==> src/rtl/decode_stage_if.sv <==
// Decode-stage bundle: fetch-side instruction, writeback port and Execute-facing pipeline outputs.
// master drives fetch/writeback/flush; slave is the decode stage itself.
interface decode_stage_if;
  logic [15:0] instr_in;
  logic [15:0] npc_in;
  logic        instr_valid;
  logic        flush;
  logic        wb_en;
  logic [4:0]  wb_index;
  logic [15:0] wb_data;
  logic [4:0]  control_in;
  logic [4:0]  dest_index_in;
  logic [15:0] reg1_data;
  logic [15:0] reg2_data;
  logic [15:0] npc;
  logic [6:0]  immediate;
  logic        valid_out;
  logic        stall;

  modport master (
    output instr_in, npc_in, instr_valid, flush, wb_en, wb_index, wb_data,
    input  control_in, dest_index_in, reg1_data, reg2_data, npc, immediate, valid_out, stall
  );

  modport slave (
    input  instr_in, npc_in, instr_valid, flush, wb_en, wb_index, wb_data,
    output control_in, dest_index_in, reg1_data, reg2_data, npc, immediate, valid_out, stall
  );
endinterface

==> src/rtl/decode_stage.sv <==
// Decode stage: 16x16 register file, load-use stall FSM and registered decode/execute pipeline register.
// Optional macro DECODE_BYPASS_EN forwards a same-edge writeback onto the operand reads.
module decode_stage #(
  parameter logic [4:0] LOAD_OPCODE = 5'b10100,
  parameter logic [4:0] NOP_OPCODE  = 5'b00000
) (
  input logic           clk,
  input logic           rst_n,
  decode_stage_if.slave dif
);

  // state | meaning
  // RUN   | accepting instructions from fetch
  // STALL | replaying the instruction held behind a load
  typedef enum logic {RUN = 1'b0, STALL = 1'b1} state_e;

  state_e      state_q, state_d;
  logic [15:0] regs_q [16];
  logic [15:0] hold_instr_q, hold_npc_q;

  logic [4:0]  ctrl_q, dest_q;
  logic [15:0] reg1_q, reg2_q, npc_q;
  logic [6:0]  imm_q;
  logic        valid_q;

  logic [15:0] src_instr, src_npc, rd1, rd2;
  logic [3:0]  rs1, rs2;
  logic        wr_ok, hazard, issue, hold_load;

  always_comb begin
    src_instr = (state_q == STALL) ? hold_instr_q : dif.instr_in;
    src_npc   = (state_q == STALL) ? hold_npc_q : dif.npc_in;
    rs1       = src_instr[10:7];
    rs2       = src_instr[6:3];
    wr_ok     = dif.wb_en && !dif.wb_index[4] && (dif.wb_index[3:0] != 4'd0);
    rd1       = regs_q[rs1];
    rd2       = regs_q[rs2];
`ifdef DECODE_BYPASS_EN
    if (wr_ok && (dif.wb_index[3:0] == rs1)) rd1 = dif.wb_data;
    if (wr_ok && (dif.wb_index[3:0] == rs2)) rd2 = dif.wb_data;
`endif
    hazard = valid_q && (ctrl_q == LOAD_OPCODE) && (dest_q != 5'd0) &&
             ((dif.instr_in[10:7] == dest_q[3:0]) || (dif.instr_in[6:3] == dest_q[3:0]));

    state_d   = state_q;
    issue     = 1'b0;
    hold_load = 1'b0;
    if (dif.flush) begin
      state_d = RUN;
    end else if (state_q == STALL) begin
      issue   = 1'b1;
      state_d = RUN;
    end else if (dif.instr_valid) begin
      if (hazard) begin
        hold_load = 1'b1;
        state_d   = STALL;
      end else begin
        issue = 1'b1;
      end
    end
  end

  always_ff @(posedge clk) begin
    if (!rst_n) begin
      state_q      <= RUN;
      hold_instr_q <= '0;
      hold_npc_q   <= '0;
      for (int i = 0; i < 16; i++) regs_q[i] <= '0;
      ctrl_q       <= NOP_OPCODE;
      dest_q       <= '0;
      reg1_q       <= '0;
      reg2_q       <= '0;
      npc_q        <= '0;
      imm_q        <= '0;
      valid_q      <= 1'b0;
    end else begin
      state_q <= state_d;
      if (wr_ok) regs_q[dif.wb_index[3:0]] <= dif.wb_data;

      // A flush wipes the held instruction so it can never resurface.
      if (dif.flush) begin
        hold_instr_q <= '0;
        hold_npc_q   <= '0;
      end else if (hold_load) begin
        hold_instr_q <= dif.instr_in;
        hold_npc_q   <= dif.npc_in;
      end

      if (issue) begin
        ctrl_q  <= src_instr[15:11];
        dest_q  <= {1'b0, src_instr[10:7]};
        reg1_q  <= rd1;
        reg2_q  <= rd2;
        npc_q   <= src_npc;
        imm_q   <= src_instr[6:0];
        valid_q <= 1'b1;
      end else begin
        ctrl_q  <= NOP_OPCODE;
        dest_q  <= '0;
        reg1_q  <= '0;
        reg2_q  <= '0;
        npc_q   <= '0;
        imm_q   <= '0;
        valid_q <= 1'b0;
      end
    end
  end

  assign dif.control_in    = ctrl_q;
  assign dif.dest_index_in = dest_q;
  assign dif.reg1_data     = reg1_q;
  assign dif.reg2_data     = reg2_q;
  assign dif.npc           = npc_q;
  assign dif.immediate     = imm_q;
  assign dif.valid_out     = valid_q;
  assign dif.stall         = (state_q == STALL);

endmodule

==> src/flat_wrapper.sv <==
// flat-port wrapper written by rule: the top's interface ports become plain ports
module decode_stage_flat 
#(
  parameter logic [4:0] LOAD_OPCODE = 5'b10100,
  parameter logic [4:0] NOP_OPCODE  = 5'b00000
)
  (clk, rst_n, dif_instr_in, dif_npc_in, dif_instr_valid, dif_flush, dif_wb_en, dif_wb_index, dif_wb_data, dif_control_in, dif_dest_index_in, dif_reg1_data, dif_reg2_data, dif_npc, dif_immediate, dif_valid_out, dif_stall);
  decode_stage_if dif_i ();
  input logic clk;
  input logic rst_n;
  input wire logic [$bits(dif_i.instr_in)-1:0] dif_instr_in;
  input wire logic [$bits(dif_i.npc_in)-1:0] dif_npc_in;
  input wire logic [$bits(dif_i.instr_valid)-1:0] dif_instr_valid;
  input wire logic [$bits(dif_i.flush)-1:0] dif_flush;
  input wire logic [$bits(dif_i.wb_en)-1:0] dif_wb_en;
  input wire logic [$bits(dif_i.wb_index)-1:0] dif_wb_index;
  input wire logic [$bits(dif_i.wb_data)-1:0] dif_wb_data;
  output wire logic [$bits(dif_i.control_in)-1:0] dif_control_in;
  output wire logic [$bits(dif_i.dest_index_in)-1:0] dif_dest_index_in;
  output wire logic [$bits(dif_i.reg1_data)-1:0] dif_reg1_data;
  output wire logic [$bits(dif_i.reg2_data)-1:0] dif_reg2_data;
  output wire logic [$bits(dif_i.npc)-1:0] dif_npc;
  output wire logic [$bits(dif_i.immediate)-1:0] dif_immediate;
  output wire logic [$bits(dif_i.valid_out)-1:0] dif_valid_out;
  output wire logic [$bits(dif_i.stall)-1:0] dif_stall;
  assign dif_i.instr_in = dif_instr_in;
  assign dif_i.npc_in = dif_npc_in;
  assign dif_i.instr_valid = dif_instr_valid;
  assign dif_i.flush = dif_flush;
  assign dif_i.wb_en = dif_wb_en;
  assign dif_i.wb_index = dif_wb_index;
  assign dif_i.wb_data = dif_wb_data;
  assign dif_control_in = dif_i.control_in;
  assign dif_dest_index_in = dif_i.dest_index_in;
  assign dif_reg1_data = dif_i.reg1_data;
  assign dif_reg2_data = dif_i.reg2_data;
  assign dif_npc = dif_i.npc;
  assign dif_immediate = dif_i.immediate;
  assign dif_valid_out = dif_i.valid_out;
  assign dif_stall = dif_i.stall;
  decode_stage #(.LOAD_OPCODE(LOAD_OPCODE), .NOP_OPCODE(NOP_OPCODE)) u_core (.clk(clk), .rst_n(rst_n), .dif(dif_i));
endmodule
==> config.mk <==
export PLATFORM = sky130hd
export DESIGN_NAME = decode_stage_flat
export DESIGN_NICKNAME = d
export VERILOG_FILES = /design/src/rtl/decode_stage_if.sv /design/src/rtl/decode_stage.sv /design/src/flat_wrapper.sv
export SDC_FILE = /design/constraint.sdc
export NUM_CORES = 1
export LEC_CHECK = 0
export CAP_MARGIN = 10
export CORE_AREA = 2 2 191 193
export DETAILED_ROUTE_END_ITERATION = 7
export DIE_AREA = 0 0 193 195
export HOLD_SLACK_MARGIN = 0.08
export PLACE_DENSITY = 0.74
export SLEW_MARGIN = 20
export SYNTH_ARGS = -nofsm -noshare
export SYNTH_HDL_FRONTEND = slang
export SYNTH_SLANG_ARGS = --single-unit
==> constraint.sdc <==
create_clock -name clk -period 5 [get_ports clk]
set_input_delay 0.5 -clock clk [delete_from_list [all_inputs] [get_ports clk]]
set_output_delay 0.5 -clock clk [all_outputs]
set_load 0.01 [all_outputs]
==> qor.csv <==
metric;value;unit
Reg2Reg Depth;6;
R2R Path End;u_core.dif.reg1_data[13];
Yosys reg bits;354;
gpl congestion;0.983;
CTS tree;built;
sequential share of the synthesized area;55.0;%
drt wl/cell;26.0;um
Max Transition Viols Final;0;
failing checks;DRC;
R2R setup slack;1760;ps
Synth top area share;43.9;%
RSZ-0062 raised after global routing;false;
clock root cell;clkbuf_16;
Crit Path Max Fanout;52;
layout cells sized above 1;11.0;%
# hold bufs at CTS;0;
Clk pin slew, worst setup/hold paths;60;ps
HP Class;flop to flop;
path type of the worst setup path;flop to flop;
routed wire length;55.3;mm
first-pass GRT wire length;80.7;mm
total CTS buffers;39;
first drt pass iteration count;8;
H-tree depth;2;
Power Dens Cells;335;nW/um^2
via count;13100;
global route overflow;0;
f_max;0.309;GHz
Worst slew margin;21.6;%
Clock Tree Buf Depth;3;
Worst-Skew Late Latency;530;ps
# rows;69;
post-CTS resize count;0;
clock sink count;354;
setup TNS;0;ps
period utilisation layout;64.7;%
CP startpoint kind;flop;
status;complete, but fails checks;
Final Core Density;57.9;%
1st-iter DRT viols;1538;
Worst EP required;5400;ps
Die Height;195;um
Cell variety after synth;50;
initial antenna violation count;2;
Pleak;7.76;nW
largest net degree at the start of global routing;66;
hold depth;2;
Hold Fails Final Rpt;0;
CP Data Arrival Time;3640;ps
Syn-to-layout area delta;16.8;%
dominant cells by area after synthesis;edfxtp_1, dfxtp_1, mux2i_1, and2_1, nand2_1;
number of flops mapped to enable cells by yosys;256;
CP Capture Type;flop;
total chip power;6.86;mW
RR Startpoint;u_core.dif.stall;
Die W;193;um
worst hold start;u_core.hold_npc_q[11];
Max-Cap Viols;0;
Slew @ Worst Pin;1180;ps
setup bufs post-CTS;0;
Std-Cell Core Area;35400;um^2
Cells after Synth;1532;
top_reg_cell synth;edfxtp_1;
Ports;125;
average size of a mapped cell;11.4;um^2
top-count cell post-synth;edfxtp_1;
IO Port Bufs;123;
Die ar.;37600;um^2
mapped cell area;17500;um^2
final instance area;20500;um^2
DPL Wire Length;35.1;mm
DRC;6;
synth warn;0;
# nets final;1697;
diode count;0;
Hold Path End;u_core.hold_npc_q[11];
Post-synth top cells;edfxtp_1, and2_1, nand2_1;
share of synthesized registers carrying an async set or reset;0;%
clock skew;12.1;ps
vias per cell;6.14;
Worst VDD drop;0.220;mV
post-route minimum period;3240;ps
GR Util All Layers;29.3;%
Final ANT Viol Nets;0;
initial core utilization;49.5;%
Placed Area;19200;um^2
vias in the first global route;12700;
area leader, netlist;edfxtp_1;
setup violators final;0;
cell usage in the layout, fill, tap and decap left out, drive strengths merged:
cell type      instances
or2                    6
clkinvlp               1
o21ai                 32
clkdlybuf4s50        123
clkinv                15
and3                  18
nand3                112
xor2                   8
mux2i                169
bufinv                 1
a211oi                31
o211ai                 9
a221oi                28
clkbuf                54
nor3b                  2
nand4b                 1
nor3                  23
a21oi                  5
nand2                221
and2                 225
nor2                  79
inv                    4
o2111ai                5
nor4                   4
edfxtp               256
mux2                   5
conb                  17
buf                   46
nand3b                 6
mux4                  32
a32oi                 11
dfxtp                 98
nand2b                13
a31oi                  9
registers in the layout (all words and copies together) (netlist names), 5 cells and up:
name / flops
u_core.regs_q: 256
u_core.dif.npc: 16
u_core.dif.reg1_data: 16
u_core.dif.reg2_data: 16
u_core.hold_instr_q: 16
u_core.hold_npc_q: 16
u_core.dif.immediate: 7
u_core.dif.control_in: 5
cells by family after synthesis:
family / count (synthesis) / synth area share (%)
other: 1 / 0.0214
XOR/XNOR: 8 / 0.400
AND/OR/NAND/NOR: 710 / 20.2
AO/OA/AOI/OAI: 130 / 6.20
buffers and inverters: 123 / 3.87
multiplexers: 206 / 14.3
flip-flops: 354 / 55.0
how the worst max path moves through the flow:
stage / depth (start not counted) / end / startpoint
after floorplan: 3 / u_core.regs_q[1][0] / dif_wb_index[3]
after global placement: 8 / u_core.regs_q[15][5] / rst_n
after detailed placement: 8 / u_core.regs_q[15][0] / rst_n
after CTS: 6 / u_core.dif.reg1_data[13] / u_core.dif.stall
after global routing: 6 / u_core.dif.reg1_data[13] / u_core.dif.stall
final: 6 / u_core.dif.reg1_data[13] / u_core.dif.stall
through the flow:
step / cells / setup WS, ps / hold slack, ps
global placement: 2057 / 1520 / 470
global route: 2130 / 1610 / 532
detailed placement: 2058 / 1450 / 484
floorplan: 1548 / 2490 / 463
CTS: 2129 / 1750 / 501
finish: 2130 / 1760 / 493
worst max-delay path, stage by stage (launching register included):
cell	delay (ps)
dfxtp_4	940
mux2i_4	370
buf_12	310
buf_4	410
mux4_2	570
o2111ai_1	280
a21oi_1	110
layout make-up:
class,instances,area [um^2]
clock buffer,54,1130
sequential,354,9650
inverter,4,15.0
fill,2864,14900
multi-input combinational,1071,7360
timing repair buffer,169,1640
clock inverter,17,105
tap,461,577
per-layer routing:
layer | routed length [um] | vias to the layer above | global-route usage (%)
met3 | 5640 | 189 | 5.16
met2 | 25600 | 881 | 46.8
met4 | 3390 | 0 | 16.2
met1 | 20700 | 6322 | 37.9
li1 | - | 5694 | -
met5 | 0 | - | 0
where the power goes:
part           switching [mW]  leakage (nW)  internal, mW
Clock                    1.15         0.612          1.63
Sequential             0.0826          3.23          3.28
Combinational           0.453          3.91         0.268
Total                    1.68          7.76          5.18
Note: power is estimated with default switching activity, not from simulation.
